**src/rtl/io_ctrl.sv**
```systemverilog
// rtl/io_ctrl.sv - memory-mapped I/O block: UART RX pop, TX FIFO, cycle counter, end-of-program FSM
module io_ctrl #(
  parameter logic [31:0] CNT_RESET = 32'h0000_0000
) (
  input  logic        clk_in,
  input  logic        rst_in,
  input  logic        rdy_in,
  input  logic [31:0] mem_a,
  input  logic [7:0]  mem_dout,
  input  logic        mem_wr,
  input  logic [7:0]  ram_dout,
  output logic [7:0]  mem_din,
  input  logic [7:0]  rx_data,
  input  logic        rx_valid,
  output logic        rx_pop,
  output logic [7:0]  tx_data,
  output logic        tx_valid,
  input  logic        tx_ready,
  output logic        tx_full,
  output logic        program_finish
);
  // FINISH is the first cycle of the done condition; DONE is where it parks
  typedef enum logic [1:0] {RUN, STOPPING, FINISH, DONE} state_t;
  state_t state, state_nx;

  logic [31:0] cyc_cnt;
  logic [31:0] snap;
  logic [7:0]  rdata_q;
  logic [7:0]  rd_byte;
  logic        io_sel_q;

  logic [7:0]  fifo_mem [8];
  logic [2:0]  wr_ptr;
  logic [2:0]  rd_ptr;
  logic [3:0]  count;
  logic [3:0]  count_nx;

  logic        io_sel;
  logic [15:0] io_off;
  logic        io_rd;
  logic        io_wr;
  logic        wr_ok;
  logic        push_req;
  logic        push;
  logic        pop;
  logic [7:0]  push_data;
  logic        unused_addr;

  assign unused_addr = ^mem_a[31:18];

  assign io_sel = (mem_a[17:16] == 2'b11);
  assign io_off = mem_a[15:0];
  assign wr_ok  = (state == RUN) || (state == STOPPING);
  assign io_rd  = rdy_in && io_sel && !mem_wr;
  assign io_wr  = rdy_in && io_sel && mem_wr && wr_ok;

  assign rx_pop = !rst_in && io_rd && (io_off == 16'h0000) && rx_valid;

  assign push_req  = io_wr && (((io_off == 16'h0000) && (mem_dout != 8'h00)) ||
                               (io_off == 16'h0004));
  assign push_data = (io_off == 16'h0004) ? 8'h00 : mem_dout;
  assign pop       = rdy_in && tx_valid && tx_ready;
  // a pop in the same cycle frees the slot, so a full FIFO can still accept
  assign push      = push_req && (!tx_full || pop);
  assign count_nx  = count + {3'b000, push} - {3'b000, pop};

  assign tx_valid = (count != 4'd0);
  assign tx_full  = (count == 4'd8);
  assign tx_data  = fifo_mem[rd_ptr];
  assign mem_din  = io_sel_q ? rdata_q : ram_dout;

  always_comb begin
    rd_byte = 8'h00;
    case (io_off)
      16'h0000: rd_byte = rx_valid ? rx_data : 8'h00;
      16'h0004: rd_byte = cyc_cnt[7:0];
      16'h0005: rd_byte = snap[15:8];
      16'h0006: rd_byte = snap[23:16];
      16'h0007: rd_byte = snap[31:24];
      default:  rd_byte = 8'h00;
    endcase
  end

  always_ff @(posedge clk_in or posedge rst_in) begin
    if (rst_in) begin
      cyc_cnt  <= CNT_RESET;
      snap     <= 32'h0;
      rdata_q  <= 8'h00;
      io_sel_q <= 1'b0;
      wr_ptr   <= 3'd0;
      rd_ptr   <= 3'd0;
      count    <= 4'd0;
    end else if (rdy_in) begin
      cyc_cnt  <= cyc_cnt + 32'd1;
      io_sel_q <= io_sel;
      if (io_rd) rdata_q <= rd_byte;
      if (io_rd && (io_off == 16'h0004)) snap <= cyc_cnt;
      if (push) wr_ptr <= wr_ptr + 3'd1;
      if (pop) rd_ptr <= rd_ptr + 3'd1;
      count <= count_nx;
    end
  end

  always_ff @(posedge clk_in) begin
    if (push) fifo_mem[wr_ptr] <= push_data;
  end

  always_ff @(posedge clk_in or posedge rst_in) begin
    if (rst_in) state <= RUN;
    else if (rdy_in) state <= state_nx;
  end

  always_comb begin
    state_nx = state;
    case (state)
      RUN:      if (io_wr && (io_off == 16'h0004)) state_nx = STOPPING;
      STOPPING: if (count_nx == 4'd0) state_nx = FINISH;
      FINISH:   state_nx = DONE;
      default:  state_nx = DONE;
    endcase
  end

  always_comb begin
    program_finish = 1'b0;
    if (state == FINISH) program_finish = 1'b1;
  end
endmodule

```
**config.mk**
```make
export PLATFORM = sky130hd
export DESIGN_NAME = io_ctrl
export DESIGN_NICKNAME = d
export VERILOG_FILES = /design/src/rtl/io_ctrl.sv
export SDC_FILE = /design/constraint.sdc
export NUM_CORES = 1
export LEC_CHECK = 0
export CAP_MARGIN = 0
export CORE_ASPECT_RATIO = 0.5
export CORE_MARGIN = 5
export CORE_UTILIZATION = 60
export DETAILED_ROUTE_END_ITERATION = 8
export HOLD_SLACK_MARGIN = 0.05
export PLACE_DENSITY = 0.95
export SYNTH_ARGS = -nofsm -noshare
export SYNTH_HDL_FRONTEND = slang
export SYNTH_SLANG_ARGS = --single-unit
```
**constraint.sdc**
```tcl
create_clock -name clk_in -period 4.7 [get_ports clk_in]
set_input_delay 0.94 -clock clk_in [delete_from_list [all_inputs] [get_ports clk_in]]
set_output_delay 0.94 -clock clk_in [all_outputs]
set_load 0.01 [all_outputs]
```
Yosys cells after proc, flatten, opt, wreduce, memory -nomap -nowiden
Memory sizes are Yosys's and may differ from the RTL's.
Index checks and enable logic that the tools add are counted.

word-level totals
  output and inout bits = 20
  flip-flop bits (word level) = 85
  memory bits (writable) = 64
  bits in latches = 0
  bits of input ports = 62
  ROM bits = 0
  memories kept = 1
  logic and storage cells = 64

memory list
  memory    depth  width  rd ports  clocked after Yosys merged registers in  wr ports  line  RTL
  fifo_mem  8      8      1         0                                        1         32    logic [7:0] fifo_mem [8];

operators by class
  shifts and indexed selects = 0
  order comparisons = 0
  add/subtract/negate cells = 5
  divide/modulo/power cells = 0
  multiply operators = 0
  eq/ne operators = 10
  muxes and demuxes = 10
  reduce and logical (&&, ||, !) cells = 30
  bitwise gates (word level) = 0

operator list
  operator                                         number
  == test 16 x 3 -> 1 bit (second input constant)  4
  one-hot mux 8 bit (5 select lines)               1
  adder 32 x 1 -> 32 bit (second input constant)   1
  2-to-1 mux 8 bit                                 3
  logical NOT 16 bit                               1
  logical AND 1 bit                                14
  AND reduction 2 bit                              4
  nonzero test 8 bit                               1
  adder 3 x 1 -> 3 bit (second input constant)     2
  adder 4 x 1 -> 4 bit                             1
  == test 2 bit (second input constant)            2
  == test 4 bit (second input constant)            1
  logical NOT 4 bit                                1
  2-to-1 mux 2 bit                                 2
  != test 2 x 1 -> 1 bit (second input constant)   2
  one-hot mux 2 bit (2 select lines)               1
  nonzero test 4 bit                               1
  subtractor 4 x 1 -> 4 bit                        1
  logical NOT 1 bit                                3
  logical OR 1 bit                                 3
  2-to-1 mux 1 bit                                 3
  AND reduction 3 bit                              1
  == test 2 x 1 -> 1 bit (second input constant)   1
  logical NOT 2 bit                                1

Logic depth before layout (Yosys ltp)
  depth after elaboration = 11
  gate-level depth with buffers = 11
  mapped depth without buffers = 11

Worst setup path before layout
No wires, ideal clock.

  path type = input -> register
  from = input port mem_a[5]
  to = register state[0]
  stages = 9
  data required time = 4.555 ns
  setup slack = 1.366 ns
  buffers on the path = 0
  setup time = 0.145 ns
  arrival time = 3.189 ns
  path through = nor4_2 -> nand4_1 -> o31ai_1 -> o21ai_0 -> ha_1 -> fa_1 -> xnor2_1 -> nor4b_1 -> a311oi_1

on the way
  word-level cells in the longest chain between the ends = 10
  elaborated cells between the ends (all ways) = 13

RTL lines
  element                           line  RTL
  from (decl)                       8     input logic [31:0] mem_a,
  logical NOT 16 bit                59    assign push_req = io_wr && (((io_off == 16'h0000) && (mem_dout != 8'h00)) ||
  logical AND 1 bit                 59
  logical OR 1 bit                  59
  logical AND 1 bit                 59
  logical AND 1 bit                 64    assign push = push_req && (!tx_full || pop);
  adder 4 x 1 -> 4 bit              65    assign count_nx = count + {3'b000, push} - {3'b000, pop};
  subtractor 4 x 1 -> 4 bit         65
  logical NOT 4 bit                 117   STOPPING: if (count_nx == 4'd0) state_nx = FINISH;
  != test 2 x 1 -> 1 bit (no line)  -
  AND reduction 3 bit (no line) *   -
  to (signal assigned)              110   else if (rdy_in) state <= state_nx;
  to (decl)                         24    state_t state, state_nx;

Mark *: on every way between the ends. The rest lies on a longest branch, timed or not.
A chain may end at the register's enable or synchronous reset.

Worst setup path in the final report
  from = input port mem_a[9]
  to = output port rx_pop

on the way
  word-level cells in the longest chain between the ends = 3

RTL lines
  element                          line  RTL
  logical NOT 16 bit               57    assign rx_pop = !rst_in && io_rd && (io_off == 16'h0000) && rx_valid;
  logical AND 1 bit (2 in series)  57
  to (decl)                        15    output logic rx_pop,

Every way passes these cells.

==> summary.md <==
| Metric | Value |
|---|---|
| Status | completed |
| Share of layout cells above drive strength 1 | 0.1848 |
| Post-synth cell types | 50 |
| Crit path top cell by count | clkdlybuf4s50_1 |
| Post-synthesis simple-gate area fraction | 0.1258 |
| Bufs on Longest Clock Path | 2 |
| # port buffers | 67 |
| CTS clk-pin slew, worst paths | 0.06 ns |
| Antenna Nets Post-Route | 0 |
| P_leak | 3.116 nW |
| Cells after DPL | 634 |
| Setup Buffers After CTS | 0 |
| Worst endpoint data arrival time | 2.97 ns |
| Worst hold slack | 0.4858 ns |
| CTS Sinks | 141 |
| R2R Path Start | count[2] |
| Nets@finish | 584 |
| DR pass1 iterations | 5 |
| Skew final | 0.008176 ns |
| Largest net degree at the start of global routing | 55 |
| TritonCTS buffer count | 17 |
| Setup violators final | 0 |
| Post-route DRC | 0 |
| Critical path, cell by cell | clkdlybuf4s50_1 -> nor4_2 -> nand3_1 -> nor4_1 -> clkdlybuf4s50_1 |
| Largest family of logic cells by synthesized area | multiplexers |
| #FFs+latches synth | 141 |
| Routed WL | 14.60 mm |
| Power per cell area | 446.1 mW/mm2 |
| Avg WL per Cell | 21.95 um |
| RePlAce Congestion | 0.8323 |
| Top_reg_cell synth | dfrtp_1 |
| Final Slew Violations | 0 |
| CP max FO | 4 |
| Die width | 156.4 um |
| TritonCTS clock tree | yes |
| Measured slew at the worst slew-check pin | 0.9208 ns |
| Worst slew margin relative to its limit | 0.3839 |
| Num ports | 82 |
| Area of the die | 0.01301 mm2 |
| Post-Synthesis Cells | 436 |
| Final Non-Filler Cells | 665 |
| CP required | 3.76 ns |
| Post-DP HPWL | 9.444 mm |
| Clock root cell | clkbuf_16 |
| Iter 0 DRT Violations | 358 |
| Adder and majority gate portion of the synthesized area | 0.01869 |
| Crit Path Category | in -> out |
| Synth Area in Compound Gates | 0.02939 |
| Count of yosys warnings during synthesis | 0 |
| Critical-path top delay cell | clkdlybuf4s50_1 |
| Antenna violations before repair | 0 |
| Vias in the first global route | 4386 |
| Post-cts resize count | 0 |
| EDFF count, synth | 64 |
| Post-Synth XOR/XNOR Area | 0.05042 |
| Number of max-cap violations | 0 |
| Tot GR Track Use | 0.2351 |
| Critical path buffers and inverters | 2 |
| # hold bufs at CTS | 0 |
| Die height | 83.19 um |
| H-tree levels | 4 |
| Worst skew pair latency | 0.42 ns |
| Row count | 26 |
| Vias per cell | 6.242 |
| Fin crit period | 3.913 ns |
| Mux share of post-synthesis cell area | 0.1594 |
| Critical Path Source Type | input port |
| Worst VDD drop | 0.0003115 V |
| Final hold violations | 0 |
| Syn nets | 507 |
| Final period util | 0.8326 |
| Congestion Overflow GR | 0 |
| Synthesized area | 0.006427 mm2 |
| ANT cells | 0 |
| Syn avg cell area | 14.74 um2 |
| Setup crit end kind | output pin |
| Initial Util | 0.6213 |
| Core Area | 0.01034 mm2 |
| Setup TNS Final | 0 ns |
| Crit-path leading delay family | buffers and inverters |
| RSZ-0062 raised after global routing | no |
| First-pass GRT wire length | 23.38 mm |
| Asr flop ratio synth | 0.5461 |
| Worst Hold Class | reg -> reg |
| Final core utilization | 0.7522 |
| Largest stage delay, worst path | 0.62 ns |
| Min-delay src | snap[12] |
| Crit. Startpoint | mem_a[9] |
| Max frequency | 0.2555 GHz |
| Sequential-to-total area share from yosys stat | 0.5988 |
| Vias | 4151 |
| P&R area growth vs syn | 21.06% |
[layer usage]
metal	vias up	routed length, um	share of wire	GRT usage
met5	-	0	0	0
met4	0	409	0.028	0.08661
met3	47	812	0.056	0.06023
met2	161	7737	0.53	0.4110
met1	2127	5641	0.39	0.2819
li1	1816	-	-	-
[flip-flops by register name (all words and copies together), names as in the netlist]
name      flops
cyc_cnt      32
snap         24
io_sel_q      1
state         2
fifo_mem     64
wr_ptr        3
rdata_q       8
rd_ptr        3
count         4
[cell usage after synthesis (2+ instances only)]
cell      instances  area share
mux4_2           23       0.081
a21o_1            3      0.0035
nand4_2           2      0.0039
nand3_1          12      0.0093
buf_2             6      0.0047
nor2_1           18       0.011
nor3_1            6      0.0047
and2_1           10      0.0097
nand2_1          17      0.0099
nor4b_1           2      0.0027
mux2_1           24       0.042
nand4_1          16       0.016
mux2_2           21       0.037
clkbuf_1          9      0.0053
edfxtp_1         64        0.30
nand2b_1          3      0.0029
nor4_2            3      0.0058
nor3_2            6      0.0093
buf_4             2      0.0023
a21oi_1           4      0.0031
o21ai_0           2      0.0016
nor3b_1           7      0.0082
a221o_1           7       0.011
nor4_1            2      0.0019
xnor2_1          25       0.034
dfrtp_1          77        0.30
nand4b_1          2      0.0027
and3_1           10      0.0097
o31ai_1           2      0.0023
xor2_1           12       0.016
nand3b_1          2      0.0023
and4_1            5      0.0068
ha_1              8       0.016
inv_1             8      0.0047
[through the flow]
stage               instance area, um2  total power, mW  worst slack [ns]
floorplan                         6427            1.981             1.366
global placement                  7258            2.233            0.5921
detailed placement                7258            2.268            0.5020
CTS                               7781            3.485            0.7747
global route                      7781            3.612            0.6913
finish                            7781            3.471            0.7867
[power by group]
group / switching, mW / leakage (nW) / total, mW / internal, mW
Sequential: 0.143 / 1.62 / 1.50 / 1.36
Clock: 0.525 / 0.249 / 1.19 / 0.669
Combinational: 0.313 / 1.25 / 0.777 / 0.464
Total: 0.981 / 3.12 / 3.47 / 2.49
[cell usage in the layout, fill, tap and decap left out, types with 6 or more instances in the layout]
cell type        Yosys  routed
nor3_1               6       6
xor2_1              12      12
nor3_2               6       6
edfxtp_1            64      64
clkbuf_16            0      17
nand4_1             16      16
xnor2_1             25      25
clkdlybuf4s50_1      0      67
mux2_1              24      24
mux4_2              23      23
buf_4                2       9
nand3_1             12      12
and2_1              10      10
nand2_1             17      17
ha_1                 8       8
and3_1              10      10
dfrtp_1             77      77
nor2_1              18      18
nor3b_1              7       7
a221o_1              7       7
mux2_2              21      21
inv_1                8       7
[cell families (layout without fill, tap and decap cells)]
group                      after synthesis  after routing
buffers and inverters                   26            115
AOI/OAI and AO/OA                       24             24
adders and majority gates                9              9
xor gates and xnor gates                37             37
muxes                                   68             68
DFF                                    141            141
and+or+nand+nor                        131            131
[final cells by class]
| cell class | count | area (um2) |
|---|---|---|
| repair buffers | 76 | 738.2 |
| well taps | 140 | 175.2 |
| inverters | 8 | 30.03 |
| flip-flops and latches | 141 | 3849 |
| clock buffers | 17 | 425.4 |
| clock inverters | 14 | 97.59 |
| multi-input cells | 269 | 2466 |
| fillers | 585 | 2564 |
[final timing paths]
check / endpoint / slack [ns] / cells past startpoint
setup / recovery: rx_pop / 0.79 / 5
min in group asynchronous: io_sel_q / 0.94 / 2
setup reg to reg: state[0] / 1.57 / 11
max in group asynchronous: snap[27] / 2.68 / 3
hold / removal: snap[12] / 0.49 / 1
hold reg to reg: snap[12] / 0.49 / 1
[worst reg2reg max path, delay by kind of cell (launching register included)]
kind	cells	cell delay, ns
flip-flops	1	0.39
XOR/XNOR	1	0.19
AND/OR/NAND/NOR	3	0.89
AO/OA/AOI/OAI	3	0.56
adder cells (fa/ha/maj)	3	0.84
buffers and inverters	1	0.12
No activity file was read; power rests on OpenSTA's default activity.
